**src/rtl/text_writer.sv**
```systemverilog
// Keyboard-to-text-RAM feeder for the 80x40 text display: writes characters at the
// cursor, handles Enter/backspace/form feed, and clears rows and the screen.
module text_writer #(
    parameter int unsigned COLS = 80,
    parameter int unsigned ROWS = 40,
    parameter logic [7:0]  FILL = 8'h20
) (
    input  logic        clk,
    input  logic        reset,
    input  logic [7:0]  key_data,
    input  logic        key_valid,
    output logic        key_ready,
    output logic        ram_we,
    output logic [11:0] ram_addr,
    output logic [7:0]  ram_din,
    output logic [7:0]  cur_x,
    output logic [7:0]  cur_y
);

    localparam int unsigned AW    = 12;
    localparam int unsigned CELLS = COLS * ROWS;

    typedef enum logic [1:0] {CLR_ALL, IDLE, PUT, CLR_ROW} state_t;
    typedef enum logic [1:0] {K_CHAR, K_NL, K_BS} kind_t;

    state_t        state;
    kind_t         kind;
    logic [AW-1:0] cnt;

    logic          accept;
    logic          printable;
    logic          at_home;
    logic [7:0]    next_y;
    logic [7:0]    bs_x;
    logic [7:0]    bs_y;
    logic [AW-1:0] cell_addr;
    logic [AW-1:0] row_base;
    logic [AW-1:0] next_row_base;
    logic [AW-1:0] bs_addr;

    assign accept        = key_valid & key_ready;
    assign printable     = (key_data >= 8'h20) && (key_data <= 8'h7E);
    assign at_home       = (cur_x == 8'd0) && (cur_y == 8'd0);
    assign next_y        = (cur_y == 8'(ROWS - 1)) ? 8'd0 : cur_y + 8'd1;
    assign bs_x          = (cur_x == 8'd0) ? 8'(COLS - 1) : cur_x - 8'd1;
    assign bs_y          = (cur_x == 8'd0) ? cur_y - 8'd1 : cur_y;
    assign row_base      = AW'(cur_y) * AW'(COLS);
    assign next_row_base = AW'(next_y) * AW'(COLS);
    assign cell_addr     = row_base + AW'(cur_x);
    assign bs_addr       = AW'(bs_y) * AW'(COLS) + AW'(bs_x);

    // cnt counts clear writes already issued in CLR_ALL / CLR_ROW
    always_ff @(posedge clk or posedge reset) begin
        if (reset) begin
            state     <= CLR_ALL;
            kind      <= K_CHAR;
            cnt       <= '0;
            ram_we    <= 1'b0;
            ram_addr  <= '0;
            ram_din   <= FILL;
            cur_x     <= 8'd0;
            cur_y     <= 8'd0;
            key_ready <= 1'b0;
        end else begin
            case (state)
                CLR_ALL: begin
                    if (cnt < AW'(CELLS)) begin
                        ram_we   <= 1'b1;
                        ram_addr <= cnt;
                        ram_din  <= FILL;
                        cnt      <= cnt + AW'(1);
                    end else begin
                        ram_we    <= 1'b0;
                        key_ready <= 1'b1;
                        cur_x     <= 8'd0;
                        cur_y     <= 8'd0;
                        state     <= IDLE;
                    end
                end
                IDLE: begin
                    ram_we <= 1'b0;
                    if (accept) begin
                        if (printable) begin
                            ram_we    <= 1'b1;
                            ram_addr  <= cell_addr;
                            ram_din   <= key_data;
                            key_ready <= 1'b0;
                            kind      <= K_CHAR;
                            state     <= PUT;
                        end else if (key_data == 8'h0C) begin
                            ram_we    <= 1'b1;
                            ram_addr  <= '0;
                            ram_din   <= FILL;
                            cnt       <= AW'(1);
                            cur_x     <= 8'd0;
                            cur_y     <= 8'd0;
                            key_ready <= 1'b0;
                            state     <= CLR_ALL;
                        end else if (key_data == 8'h0D) begin
                            key_ready <= 1'b0;
                            kind      <= K_NL;
                            state     <= PUT;
                        end else if (key_data == 8'h08 && !at_home) begin
                            ram_we    <= 1'b1;
                            ram_addr  <= bs_addr;
                            ram_din   <= FILL;
                            cur_x     <= bs_x;
                            cur_y     <= bs_y;
                            key_ready <= 1'b0;
                            kind      <= K_BS;
                            state     <= PUT;
                        end
                    end
                end
                PUT: begin
                    if (kind == K_BS || (kind == K_CHAR && cur_x != 8'(COLS - 1))) begin
                        ram_we    <= 1'b0;
                        key_ready <= 1'b1;
                        if (kind == K_CHAR) cur_x <= cur_x + 8'd1;
                        state     <= IDLE;
                    end else begin
                        // row advance: first clear write overlaps the cursor update
                        cur_x    <= 8'd0;
                        cur_y    <= next_y;
                        ram_we   <= 1'b1;
                        ram_addr <= next_row_base;
                        ram_din  <= FILL;
                        cnt      <= AW'(1);
                        state    <= CLR_ROW;
                    end
                end
                CLR_ROW: begin
                    if (cnt < AW'(COLS)) begin
                        ram_we   <= 1'b1;
                        ram_addr <= row_base + cnt;
                        ram_din  <= FILL;
                        cnt      <= cnt + AW'(1);
                    end else begin
                        ram_we    <= 1'b0;
                        key_ready <= 1'b1;
                        state     <= IDLE;
                    end
                end
                default: state <= CLR_ALL;
            endcase
        end
    end

endmodule

```
**config.mk**
```make
export PLATFORM = sky130hd
export DESIGN_NAME = text_writer
export DESIGN_NICKNAME = d
export VERILOG_FILES = /design/src/rtl/text_writer.sv
export SDC_FILE = /design/constraint.sdc
export NUM_CORES = 1
export LEC_CHECK = 0
export ABC_AREA = 1
export CAP_MARGIN = 20
export CORE_MARGIN = 8
export CORE_UTILIZATION = 45
export DETAILED_ROUTE_END_ITERATION = 10
export PLACE_DENSITY = 0.72
export SLEW_MARGIN = 20
export SYNTH_ARGS = -nofsm -noshare
export SYNTH_HDL_FRONTEND = slang
export SYNTH_SLANG_ARGS = --single-unit
```
**constraint.sdc**
```tcl
create_clock -name clk -period 3.8 [get_ports clk]
set_input_delay 0.76 -clock clk [delete_from_list [all_inputs] [get_ports clk]]
set_output_delay 0.76 -clock clk [all_outputs]
set_load 0.05 [all_outputs]
```
### Yosys cells after proc, flatten, opt, wreduce, memory -nomap -nowiden

Index checks and enable logic that the tools add are counted.

* word-level logic and storage cells: 143
* output and inout port bits: 38
* bits of input ports: 11
* flip-flop bits (word level): 54

* $lt $le $gt $ge: 4
* eq/ne operators: 25
* add/sub/neg operators: 8
* mux-type cells: 74
* multiply operators: 3
* bitwise gates (word level): 1
* reductions and logical operators: 19

Operators with widths (count)
* 2-to-1 mux 8 bit: 25
* 2-to-1 mux 12 bit: 14
* case mux 12 bit (4 select lines): 2
* case mux 8 bit (3 select lines): 2
* case mux 8 bit (4 select lines): 1
* adder 12 x 8 -> 12 bit: 2
* equality test 8 x 4 -> 1 bit, second input constant: 3
* multiplier 8 x 3 -> 8 bit, second input constant: 3
* 2-to-1 mux 2 bit: 11
* != test 2 bit, second input constant: 10
* adder 8 x 1 -> 8 bit, second input constant: 2
* logical NOT 8 bit: 2
* 2-to-1 mux 1 bit: 16
* subtractor 8 x 1 -> 8 bit, second input constant: 2
* AND reduction 7 bit: 2
* adder 12 x 1 -> 12 bit, second input constant: 1
* adder 12 bit: 1
* less-than comparator 12 bit, second input constant: 1
* less-than comparator 12 x 7 -> 1 bit, second input constant: 1
* AND reduction 6 bit: 2
* != test 3 bit, second input constant: 3
* equality test 8 x 6 -> 1 bit, second input constant: 1
* greater-or-equal comparator 8 x 6 -> 1 bit, second input constant: 1
* less-or-equal comparator 8 x 7 -> 1 bit, second input constant: 1
* other kinds (15): 25

### Depth between registers and ports, before layout

* word-level depth: 10
* mapped depth: 26

### Worst setup path after synthesis

No wires, ideal clock.

* path kind: register to register
* start: reg cur_x[0]
* end: reg ram_addr[11]
* clock period less this slack: 3742 ps
* setup time: 118 ps
* arrival: 3624 ps
* buffers on the path: 0
* setup slack: 58 ps
* required time: 3682 ps
* cell stages (with the launch flop): 25
* path through: dfrtp_1 -> inv_1 -> ha_1 -> nand3_4 -> nor2_8 -> inv_1 -> o21ai_0 -> ha_1 -> ha_1 -> fa_1 -> nand2_1 -> nand2_1 -> a21oi_1 -> or2_2 -> nand2_1 -> inv_1 -> nand3_1 -> nand2_1 -> nand2_1 -> nand3_1 -> nand2_1 -> nand2_1 -> nand2_1 -> nand2_1 -> nand2_1

* word-level cells in the longest chain between the ends: 10
* elaborated cells on any way between the ends: 22
* those cells by class: 3 x add/sub; 1 x mul; 3 x eq/ne; 8 x mux; 7 x reduce/logical

RTL lines
* start: declaration: line 16 `output logic [7:0] cur_x,`
* start signal: assignment: line 107 `cur_x <= bs_x;`
* start signal: assignment: line 119 `if (kind == K_CHAR) cur_x <= cur_x + 8'd1;`
* logical NOT 8 bit: line 43, 45, 46
* 2-to-1 mux 8 bit: line 46 `assign bs_y = (cur_x == 8'd0) ? cur_y - 8'd1 : cur_y;`
* multiplier 8 x 3 -> 8 bit: line 50 `assign bs_addr = AW'(bs_y) * AW'(COLS) + AW'(bs_x);`
* adder 12 x 8 -> 12 bit: line 50
* 2-to-1 mux 12 bit: line 103 `end else if (key_data == 8'h08 && !at_home) begin`
* 2-to-1 mux 12 bit: line 99 `end else if (key_data == 8'h0D) begin`
* 2-to-1 mux 12 bit: line 90 `end else if (key_data == 8'h0C) begin`
* 2-to-1 mux 12 bit: line 83 `if (printable) begin`
* 2-to-1 mux 12 bit: line 82 `if (accept) begin`
* case mux 12 bit (4 select lines): line 65 `case (state)`
* end signal: assignment: line 69 `ram_addr <= cnt;`
* end signal: assignment: line 85 `ram_addr <= cell_addr;`
* end signal: assignment: line 105 `ram_addr <= bs_addr;`
* end: declaration: line 14 `output logic [11:0] ram_addr,`

Several ways; a longest one is shown, not always the timed one. The select of a mux whose other input is x is not followed.
A chain may end at the register's enable or synchronous reset.

### Worst setup path in the final report

Ends and elaborated chain as after synthesis.

==> out/qor.csv <==
stage,metric,value,unit
placement,estimated wirelength of the detail-placed design,12100,µm
floorplanning,number of primary I/O pins,49,
final_layout,Final Instance Area,5940,µm²
global_route,number of global-route vias before repair,4955,
global_route,"Remaining Overflow, GRT",0,
critical_path,number of buffers and inverters on the critical path,4,
cts,TritonCTS clock tree,yes,
sta,worst clock skew on the final layout,0.00924,ns
global_route,maximum number of pins on one net before global-route repair,35,
final_layout,area added between synthesis and finish,16.9,%
critical_path,nature of the critical path startpoint,register,
cts,insertion delay to the later sink of the worst-skew pair,0.30,ns
critical_path,Worst path top cell family by delay,adder cells,
logic_synthesis,Synth Flop Type,sky130_fd_sc_hd__dfrtp_1,
critical_path,Worst path most repeated cell,sky130_fd_sc_hd__nand2_1,
global_route,GR Util met3,2.99,%
placement,count of input and output buffers,48,
placement,instance area after placement,5780,µm²
floorplanning,die height,122,µm
logic_synthesis,most used standard cell by instance count after synthesis,sky130_fd_sc_hd__nand2_1,
logic_synthesis,sequential fraction of the synthesis area,26.6,%
status,result of the run,"complete, no violations",
logic_synthesis,proportion of netlist area held by the largest area contributor,26.1,%
global_route,global-route layer with the greatest usage,met2,
sta,Fmax,284,MHz
logic_synthesis,cell types with the highest counts after synthesis,"sky130_fd_sc_hd__nand2_1, sky130_fd_sc_hd__inv_1, sky130_fd_sc_hd__o21ai_0",
final_layout,Antenna Cells,0,
logic_synthesis,Synth cell types,50,
job,maximum capacitance violations,0,
logic_synthesis,"FFs w/ async S/R, synth",100,%
global_route,grt met1 use,26.6,%
routing,router iterations before antenna repair,5,
routing,ANT nets after route,0,
critical_path,CP max-delay cell,sky130_fd_sc_hd__fa_2,
power,worst vdd rail ir drop,0.150,mV
power,pwr dens,183,nW/µm²
sta,Worst Hold Margin,0.489,ns
routing,DRC violation total after the first TritonRoute iteration,428,
logic_synthesis,total number of yosys warnings,0,
routing,remaining routing DRC violations,0,
floorplanning,core area,11200,µm²
final_layout,"count of placed standard cells in the final layout, fillers left out",914,
placement,gp weighted congestion,0.938,
floorplanning,number of cell rows,39,
cts,number of H-tree levels,2,
cts,number of hold-repair buffers added at the cts stage,0,
cts,clock sink count,54,
sta,final count of pins violating max slew,0,
global_route,number of antenna violations at the first check in global routing,0,
critical_path,Crit path required time,3.99,ns
critical_path,kind of capture point of the worst setup path,register,
sta,Worst Tran Pin Value,0.706,ns
cts,largest buffer count on any clock path,2,
sta,period utilisation layout,92.6,%
cts,clock root cell,sky130_fd_sc_hd__clkbuf_16,
sta,clock period minus final worst setup slack,3.52,ns
power,total power draw,1.09,mW
critical_path,delay of the slowest cell on the worst path,0.60,ns
sta,Final Hold Violating Endpoints,0,
sta,final sum of negative setup slack,0,ns
logic_synthesis,count of mapped cells out of synthesis,713,
sta,number of setup violations in the final report,0,
global_route,gr usage total,20.8,%
logic_synthesis,number of flops mapped to enable cells by yosys,0,
routing,per-cell routed wire length,16.7,µm
critical_path,critical path class,reg2reg,
logic_synthesis,Yosys reg bits,54,
final_layout,fraction of final layout cells sized beyond drive strength 1,7.52,%
floorplanning,effective utilization at floorplan,45.3,%
sta,worst max-slew margin expressed relative to the limit,52.8,%
routing,Routed Wire Length,15200,µm
logic_synthesis,leading post-synthesis cells by cell area,"sky130_fd_sc_hd__dfrtp_1, sky130_fd_sc_hd__ha_1, sky130_fd_sc_hd__nand2_1",
power,Static Leak,2.81,nW
critical_path,highest fanout seen on the critical path,7,
final_layout,number of nets at the end of the flow,842,
logic_synthesis,number of nets in the synthesized netlist,785,
routing,vias per cell,5.69,
cts,clock slew at reported path FFs,0.07,ns
floorplanning,floorplan die area,15000,µm²
routing,via count,5202,
critical_path,worst endpoint data arrival time,3.71,ns
critical_path,cell chain of the critical path,inv_1 -> ha_2 -> nand3_4 -> nor2_8 -> inv_2 -> nor2_2 -> nand3_1 -> xor2_1 -> inv_1 -> ha_1 -> fa_2 -> inv_1 -> a21oi_2 -> nand2_1 -> nor2_1 -> nand3_1 -> nand3_1 -> nand2_1 -> nand2_1 -> nand2_1 -> nand2_1 -> nand2_1,
global_route,global-route wire length before repair,24800,µm
cts,clock buffer count from CTS,5,
placement,number of placed cells counting well taps,905,
global_route,Global Route met2 Usage,35.1,%
floorplanning,width of the die,122,µm
sta,setup repair after global routing missed its margin,no,
logic_synthesis,cell type with the highest aggregate area in the netlist,sky130_fd_sc_hd__dfrtp_1,
logic_synthesis,area of the mapped netlist,5080,µm²
min_path,type of the worst min-delay path,reg2reg,
logic_synthesis,mean cell area of the mapped netlist,7.13,µm²
state kept, by name, indices dropped and copies added, names as in the netlist:
register	cells
cur_x	8
key_ready	1
ram_we	1
cnt	12
cur_y	8
kind	2
state	2
ram_din	8
ram_addr	12
placed cells by master, fill, tap and decap left out, types with 4 or more instances in the layout:
cell type,n
sky130_fd_sc_hd__nor2_4,4
sky130_fd_sc_hd__o22ai_1,13
sky130_fd_sc_hd__nor4_1,4
sky130_fd_sc_hd__nand3_1,45
sky130_fd_sc_hd__nand4_1,10
sky130_fd_sc_hd__a31oi_1,6
sky130_fd_sc_hd__fa_1,5
sky130_fd_sc_hd__o31ai_1,7
sky130_fd_sc_hd__nor2_1,52
sky130_fd_sc_hd__xor2_1,15
sky130_fd_sc_hd__nor3_1,12
sky130_fd_sc_hd__inv_1,90
sky130_fd_sc_hd__a21oi_1,51
sky130_fd_sc_hd__ha_1,54
sky130_fd_sc_hd__dfrtp_1,53
sky130_fd_sc_hd__clkbuf_16,5
sky130_fd_sc_hd__inv_2,9
sky130_fd_sc_hd__buf_4,16
sky130_fd_sc_hd__xnor2_1,6
sky130_fd_sc_hd__nand2_1,151
sky130_fd_sc_hd__o21ai_0,65
sky130_fd_sc_hd__clkdlybuf4s50_1,48
stage by stage:
step | setup slack, ns | util (%)
2_1_floorplan | 0.0585 | -
3_3_place_gp | 0.170 | 51.5
3_5_place_dp | -0.0168 | 51.5
4_1_cts | 0.0459 | 52.8
5_1_grt | 0.0260 | 52.9
6_report | 0.282 | 52.9
worst paths after layout:
path | startpoint | end | slack [ns] | depth (start not counted)
worst min register to register | ram_din[4] | ram_din[4] | 0.49 | 2
worst max-delay path | cur_x[0] | ram_addr[11] | 0.28 | 22
min in group asynchronous | reset | ram_din[1] | 0.89 | 2
worst min-delay path | ram_din[4] | ram_din[4] | 0.49 | 2
max in group asynchronous | reset | cur_x[3] | 2.28 | 3
worst max register to register | cur_x[0] | ram_addr[11] | 0.28 | 22
final cells by class:
type                       instances  area, µm²
multi-input combinational        544       3290
inverter                         101        380
clock inverter                     2       13.8
sequential                        54       1350
timing repair buffer              64        601
tap                              143        179
fill                            1079       5280
clock buffer                       6        129
worst register-to-register path, stage by stage, from the launching register on:
cell and delay (ns):
sky130_fd_sc_hd__dfrtp_1 0.38, sky130_fd_sc_hd__inv_1 0.13, sky130_fd_sc_hd__ha_2 0.23, sky130_fd_sc_hd__nand3_4 0.11, sky130_fd_sc_hd__nor2_8 0.11, sky130_fd_sc_hd__inv_2 0.08
sky130_fd_sc_hd__nor2_2 0.15, sky130_fd_sc_hd__nand3_1 0.11, sky130_fd_sc_hd__xor2_1 0.19, sky130_fd_sc_hd__inv_1 0.09, sky130_fd_sc_hd__ha_1 0.35, sky130_fd_sc_hd__fa_2 0.60
sky130_fd_sc_hd__inv_1 0.07, sky130_fd_sc_hd__a21oi_2 0.14, sky130_fd_sc_hd__nand2_1 0.08, sky130_fd_sc_hd__nor2_1 0.13, sky130_fd_sc_hd__nand3_1 0.09, sky130_fd_sc_hd__nand3_1 0.08
sky130_fd_sc_hd__nand2_1 0.05, sky130_fd_sc_hd__nand2_1 0.05, sky130_fd_sc_hd__nand2_1 0.06, sky130_fd_sc_hd__nand2_1 0.06, sky130_fd_sc_hd__nand2_1 0.05
logic make-up (layout without fill, tap and decap cells):
| logic type | after synthesis | after routing | synth area share, % |
|---|---|---|---|
| AND/OR/NAND/NOR | 299 | 299 | 26.9 |
| AO/OA/AOI/OAI | 163 | 163 | 18.0 |
| buffers and inverters | 115 | 173 | 8.98 |
| adder cells (fa/ha/maj) | 61 | 61 | 15.9 |
| flip-flops | 54 | 54 | 26.6 |
| XOR/XNOR | 21 | 21 | 3.62 |
power breakdown:
part | internal (mW) | total [mW] | leakage (nW) | switching, mW
logic | 0.0148 | 0.0421 | 2.16 | 0.0273
clock network | 0.247 | 0.474 | 0.0712 | 0.227
registers | 0.574 | 0.574 | 0.582 | 0
repair_timing:
action / 4_1_cts / 5_1_grt
pin swaps: 0 / 1
setup endpoints to repair: 1 / 3
gates resized for setup: 1 / 4
buffers inserted: 0 / 1
hold endpoints to repair: 0 / 0
metal layers:
| metal | part of all wire [%] | wire length, µm | vias up |
|---|---|---|---|
| met5 | 0 | 0 | - |
| li1 | - | - | 2509 |
| met4 | 2.5 | 384 | 0 |
| met1 | 42 | 6410 | 2427 |
| met3 | 8.2 | 1240 | 32 |
| met2 | 47 | 7180 | 234 |
No activity file was read; power rests on OpenSTA's default activity.
